==> src/rtl/dec_pkg.sv <==
// dec_pkg: mode codes and SWEEP state encodings shared by the scan_decoder slice
package dec_pkg;
    localparam logic [1:0] MODE_DIRECT = 2'b00;
    localparam logic [1:0] MODE_SCAN   = 2'b01;
    localparam logic [1:0] MODE_SWEEP  = 2'b10;
    localparam logic [1:0] MODE_RSVD   = 2'b11;

    typedef enum logic [1:0] {
        S_IDLE = 2'b00,
        S_RUN  = 2'b01,
        S_DONE = 2'b10
    } sweep_state_t;
endpackage

==> src/rtl/scan_decoder_if.sv <==
// scan_decoder_if: control inputs and registered select outputs of scan_decoder
//   en, mode, sel, start : driven by master, consumed by the decoder
//   out, idx, busy, done : driven by the decoder
interface scan_decoder_if #(
    parameter int SEL_W = 4
);
    localparam int OUT_N = 1 << SEL_W;

    logic             en;
    logic [1:0]       mode;
    logic [SEL_W-1:0] sel;
    logic             start;
    logic [OUT_N-1:0] out;
    logic [SEL_W-1:0] idx;
    logic             busy;
    logic             done;

    modport master (output en, mode, sel, start, input out, idx, busy, done);
    modport slave  (input en, mode, sel, start, output out, idx, busy, done);
endinterface

==> src/rtl/onehot_dec.sv <==
// onehot_dec: combinational index to one-hot (one-cold if ACTIVE_LOW) decode
//   idx   in  SEL_W       index to decode
//   valid in  1           0 forces every line inactive
//   out   out 2**SEL_W    decoded lines
module onehot_dec #(
    parameter int SEL_W      = 4,
    parameter bit ACTIVE_LOW = 1'b0
) (
    input  logic [SEL_W-1:0]      idx,
    input  logic                  valid,
    output logic [(1<<SEL_W)-1:0] out
);
    localparam int OUT_N = 1 << SEL_W;

    logic [OUT_N-1:0] oh;

    assign oh  = valid ? ({{(OUT_N-1){1'b0}}, 1'b1} << idx) : '0;
    assign out = ACTIVE_LOW ? ~oh : oh;
endmodule

==> src/rtl/scan_decoder.sv <==
// scan_decoder: registered one-hot decoder with DIRECT, free-running SCAN and one-shot SWEEP modes
//   clk   in  rising-edge clock
//   rst_n in  asynchronous active-low reset
//   bus   slave side of scan_decoder_if (en/mode/sel/start in; out/idx/busy/done out)
module scan_decoder
    import dec_pkg::*;
#(
    parameter int SEL_W      = 4,
    parameter int PRESCALE   = 4,
    parameter bit ACTIVE_LOW = 1'b0
) (
    input logic           clk,
    input logic           rst_n,
    scan_decoder_if.slave bus
);
    localparam int OUT_N = 1 << SEL_W;
    localparam int PW    = PRESCALE > 1 ? $clog2(PRESCALE) : 1;
    localparam logic [PW-1:0]    PMAX     = PW'(PRESCALE - 1);
    localparam logic [SEL_W-1:0] IMAX     = '1;
    localparam logic [OUT_N-1:0] IDLE_OUT = {OUT_N{ACTIVE_LOW}};

    logic [1:0]       mode_q;
    sweep_state_t     state, state_d;
    logic [PW-1:0]    pre, pre_d;
    logic [SEL_W-1:0] idx_d;
    logic [OUT_N-1:0] out_d;
    logic             tick, val_d, busy_d, done_d;

    assign tick = pre == PMAX;

    // Outputs are registered from the next-state values so out always matches idx.
    always_comb begin
        state_d = state;
        pre_d   = pre;
        idx_d   = bus.idx;
        val_d   = 1'b0;
        done_d  = 1'b0;
        if (bus.mode != mode_q || bus.mode == MODE_RSVD) begin
            state_d = S_IDLE;
            pre_d   = '0;
            idx_d   = '0;
        end else if (bus.en) begin
            case (bus.mode)
                MODE_DIRECT: begin
                    idx_d = bus.sel;
                    pre_d = '0;
                    val_d = 1'b1;
                end
                MODE_SCAN: begin
                    pre_d = tick ? '0 : pre + 1'b1;
                    idx_d = tick ? bus.idx + 1'b1 : bus.idx;
                    val_d = 1'b1;
                end
                MODE_SWEEP: begin
                    case (state)
                        S_IDLE: begin
                            if (bus.start) begin
                                state_d = S_RUN;
                                pre_d   = '0;
                                idx_d   = '0;
                                val_d   = 1'b1;
                            end
                        end
                        S_RUN: begin
                            pre_d = tick ? '0 : pre + 1'b1;
                            if (tick && bus.idx == IMAX) begin
                                state_d = S_DONE;
                                idx_d   = '0;
                                done_d  = 1'b1;
                            end else begin
                                idx_d = tick ? bus.idx + 1'b1 : bus.idx;
                                val_d = 1'b1;
                            end
                        end
                        default: begin
                            state_d = S_IDLE;
                            idx_d   = '0;
                        end
                    endcase
                end
                default: ;
            endcase
        end
        busy_d = state_d == S_RUN;
    end

    onehot_dec #(.SEL_W(SEL_W), .ACTIVE_LOW(ACTIVE_LOW)) u_dec (
        .idx   (idx_d),
        .valid (val_d),
        .out   (out_d)
    );

    always_ff @(posedge clk or negedge rst_n) begin
        if (!rst_n) begin
            mode_q   <= MODE_DIRECT;
            state    <= S_IDLE;
            pre      <= '0;
            bus.idx  <= '0;
            bus.out  <= IDLE_OUT;
            bus.busy <= 1'b0;
            bus.done <= 1'b0;
        end else begin
            mode_q   <= bus.mode;
            state    <= state_d;
            pre      <= pre_d;
            bus.idx  <= idx_d;
            bus.out  <= out_d;
            bus.busy <= busy_d;
            bus.done <= done_d;
        end
    end
endmodule
==> src/flat_wrapper.sv <==
// flat-port wrapper written by rule: the top's interface ports become plain ports
module scan_decoder_flat import dec_pkg::*;
#(
    parameter int SEL_W      = 4,
    parameter int PRESCALE   = 4,
    parameter bit ACTIVE_LOW = 1'b0
)
  (clk, rst_n, bus_en, bus_mode, bus_sel, bus_start, bus_out, bus_idx, bus_busy, bus_done);
  scan_decoder_if #(.SEL_W(SEL_W)) bus_i ();
  input logic clk;
  input logic rst_n;
  input wire logic [$bits(bus_i.en)-1:0] bus_en;
  input wire logic [$bits(bus_i.mode)-1:0] bus_mode;
  input wire logic [$bits(bus_i.sel)-1:0] bus_sel;
  input wire logic [$bits(bus_i.start)-1:0] bus_start;
  output wire logic [$bits(bus_i.out)-1:0] bus_out;
  output wire logic [$bits(bus_i.idx)-1:0] bus_idx;
  output wire logic [$bits(bus_i.busy)-1:0] bus_busy;
  output wire logic [$bits(bus_i.done)-1:0] bus_done;
  assign bus_i.en = bus_en;
  assign bus_i.mode = bus_mode;
  assign bus_i.sel = bus_sel;
  assign bus_i.start = bus_start;
  assign bus_out = bus_i.out;
  assign bus_idx = bus_i.idx;
  assign bus_busy = bus_i.busy;
  assign bus_done = bus_i.done;
  scan_decoder #(.SEL_W(SEL_W), .PRESCALE(PRESCALE), .ACTIVE_LOW(ACTIVE_LOW)) u_core (.clk(clk), .rst_n(rst_n), .bus(bus_i));
endmodule
==> config.mk <==
export PLATFORM = sky130hd
export DESIGN_NAME = scan_decoder_flat
export DESIGN_NICKNAME = d
export VERILOG_FILES = /design/src/rtl/dec_pkg.sv /design/src/rtl/scan_decoder_if.sv /design/src/rtl/onehot_dec.sv /design/src/rtl/scan_decoder.sv /design/src/flat_wrapper.sv
export SDC_FILE = /design/constraint.sdc
export NUM_CORES = 1
export LEC_CHECK = 0
export CORE_MARGIN = 2
export CORE_UTILIZATION = 47
export CTS_BUF_LIST = sky130_fd_sc_hd__clkbuf_8
export DETAILED_ROUTE_END_ITERATION = 7
export PLACE_DENSITY = 0.89
export SYNTH_ARGS = -nofsm -noshare
export SYNTH_HDL_FRONTEND = slang
export SYNTH_SLANG_ARGS = --single-unit
==> constraint.sdc <==
create_clock -name clk -period 2.3 [get_ports clk]
set_clock_uncertainty 0.2 [all_clocks]
set_input_delay 0.46 -clock clk [delete_from_list [all_inputs] [get_ports clk]]
set_output_delay 0.46 -clock clk [all_outputs]
set_load 0.005 [all_outputs]
==> flow_summary.toml <==
[setup_path]
reg2reg_depth = 7
endpoint = "u_core.bus.out[15]"
worstPathCellList = "clkdlybuf4s50_1 -> nor4b_4 -> buf_4 -> a221oi_2 -> o21ai_1 -> nand2_1 -> buf_4 -> nor3_1"
startpoint = "bus_start"
rrSetupSlack_ns = -0.09
critPathLaunchType = "primary input"
critPathMaxStageDelay_ns = 0.51
endpoint_kind = "flip-flop"
crit_slowest_cell = "clkdlybuf4s50_1"
crit_required_ns = 2.29
arrival_ns = 2.46
crit_fanout = 4
r2r_end = "u_core.bus.out[10]"
path_class = "in2reg"
cpMostUsedCell = "buf_4"
timing.rr.start = "u_core.bus.idx[1]"

[layout]
layout_common_cells = "36 x buf_4, 28 x clkdlybuf4s50_1, 28 x dfrtp_1"
stdcell_area_sq_um = 2317
final_nets = 219
n_antenna_cell = 0
area_growth_pct = 62.17
drive_above_1_share_pct = 44.28
final_common_cell = "buf_4"

[global_route]
grt_max_degree = 29
grt_pass1_vias = 1452
grt_pass1_wl_mm = 7.141
overflow = 0
antenna_found_initial = 0
global_route.usage.total_pct = 27.62

[drt]
via_count = 1488
postRouteAntennaNets = 0
viasPerCell = 6.359
totalWireLength_mm = 5.038
routedWlPerCell_um = 21.53
drt-pass1-iter-count = 4
first_iter_violations = 98
drc = 0

[placement]
portBuffers = 31
dp_hpwl_mm = 2.873
dp_slack_ns = -0.7350
place_area_sq_um = 1972
gp_congestion = 0.9965

[power_and_ir_drop]
power.share.combinational_pct = 17.7
switching_share_pct = 23.87
power.leakage_nw = 1.020
power.internal_mw = 0.8179
switching_power_mw = 0.2564
ir_drop_mv = 0.3249
powerDensity_nw_per_um2 = 463.6
pwr-share-clk_pct = 35.5
seq_power_share_pct = 46.8

[synth]
syn_area_sq_um = 1429
syn_area_per_cell_sq_um = 10.74
ys_warn_count = 0
ys_seq_area_share_pct = 49.04
synth_seq_cells = 28
syn_inst = 133
syn-num-nets = 150
synth.distinct_cells = 43

[status]
outcome = "finished, violations left"
violations = "negative setup slack"

[timing]
setup_viol = 14
period_share_pct = 107.5
maxSlewViolCount = 0
layout_min_cycle_time_ns = 2.471
fin_ws_ns = -0.1714
slew_headroom_pct = 69.73
final-hold-violation-count = 0
fmax_mhz = 404.6
tightest_slew_ns = 0.4541
rsz0062_at_grt = "yes"

[clock_tree]
cts_htree_levels = 1
cts_buffers = 3
cts_tree = "built"
clk_pin_slew_ns = 0.10
cts_sinks = 28
insertion_delay_ns = 0.27
clock_path_buffers = 2
cts_root_buf = "clkbuf_8"

[die]
die_h_um = 59.14
core_sq_um = 2978
die_area_sq_um = 3497
ios = 32
rows = 20
dieWidth_um = 59.14
initial_core_util_pct = 47.98

[flow_run]
maxCapViolCount = 0

[hold_path]
hold_class = "in2reg"
power groups by stage:
stage	Sequential [mW]	Combinational [mW]	Clock (mW)
floorplan	0.511	0.0636	0
global placement	0.511	0.141	0
detailed placement	0.511	0.148	0
CTS	0.502	0.161	0.392
global route	0.503	0.199	0.411
finish	0.503	0.190	0.381
sequential cells by signal, summed over array words and instances, names as in the netlist:
register and flops:
u_core.bus.idx 4, u_core.state 2, u_core.bus.busy 1, u_core.bus.done 1, u_core.pre 2, u_core.mode_q 2, u_core.bus.out 16
layout make-up:
class | instances | area, sq um
Multi-Input combinational cell | 97 | 899.6
Sequential cell | 28 | 700.7
Fill cell | 167 | 660.6
Timing Repair Buffer | 68 | 589.3
Clock buffer | 3 | 41.29
Tap cell | 33 | 41.29
Clock inverter | 1 | 30.03
Inverter | 4 | 15.01
critical path: cells and delay by family:
kind	cells	cell delay, ns
buf+inv	3	0.91
compound gates	2	0.28
simple gates	3	0.80
Yosys cell counts (all sizes together):
cell type   n  area share [%]
dfrtp      28              49
nor3       17             6.0
nand2       9             2.4
ha          7             6.1
nor2        6             1.6
nor2b       6             2.6
a21oi       5             1.8
inv         4             1.1
nand3       4             1.4
o21ai       4             1.4
nand4       3             1.3
xor2        3             1.8
a21o        2             1.1
a31oi       2            0.88
and2        2            0.88
buf         2             1.3
clkbuf      2             1.2
mux2i       2             1.4
nor4b       2             1.7
o211ai      2             1.1
o21a        2             1.1
or3b        2             1.2
a2111oi     1             1.9
a211o       1            0.61
a21bo       1            0.70
a221oi      1            0.61
a31o        1            0.61
and3        1            0.53
and3b       1            0.61
and4        1            0.79
mux2        1            0.79
nand2b      1            0.44
nand4b      1            0.61
nor4        1            0.44
o22ai       1            0.44
o311a       1            0.79
o41a        1            0.79
or2b        1            0.61
or3         1            0.44
cells by family (layout without fill, tap and decap cells):
| group | after synthesis | count (layout) | share of synthesized area (%) |
|---|---|---|---|
| compound gates | 25 | 25 | 13.75 |
| flops | 28 | 28 | 49.04 |
| xor+xnor | 3 | 3 | 1.839 |
| simple gates | 59 | 59 | 23.47 |
| fa+ha+maj | 7 | 7 | 6.129 |
| buf+inv | 8 | 76 | 3.590 |
| mux | 3 | 3 | 2.189 |
per-stage QoR:
step	instances	hold slack (ns)	utilization, %	TNS [ns]	power, mW
floorplan	133	-0.03559	-	0	0.5747
global placement	223	0.4100	66.22	-10.47	0.6518
detailed placement	223	0.4324	66.22	-13.61	0.6597
CTS	229	0.3580	71.76	-0.02351	1.055
global route	234	0.1960	77.82	-1.746	1.114
finish	234	0.2027	77.82	-1.167	1.074
worst min-delay path by stage:
stage / end / depth (start not counted) / slack, ns / from
6_report: u_core.mode_q[1] / 1 / 0.20 / bus_mode[1]
3_3_place_gp: u_core.pre[1] / 3 / 0.41 / u_core.pre[1]
2_1_floorplan: u_core.bus.busy / 0 / -0.04 / rst_n
4_1_cts: u_core.mode_q[1] / 2 / 0.36 / rst_n
5_1_grt: u_core.mode_q[1] / 1 / 0.20 / bus_mode[1]
3_5_place_dp: u_core.pre[1] / 3 / 0.43 / u_core.pre[1]
routing by layer:
layer	part of all wire (%)	GRT usage (%)
met2	48	45.24
met1	38	34.45
met4	5.7	16.23
met5	0	0
met3	8.1	4.148
timing repair:
item                       in CTS  in global routing
pin swaps                       4                 14
buffers inserted                2                  5
setup endpoints to repair      23                 18
hold buffers                    0                  0
gates cloned                    0                  0
resized for setup              26                 32
No activity file was read; power rests on OpenSTA's default activity.
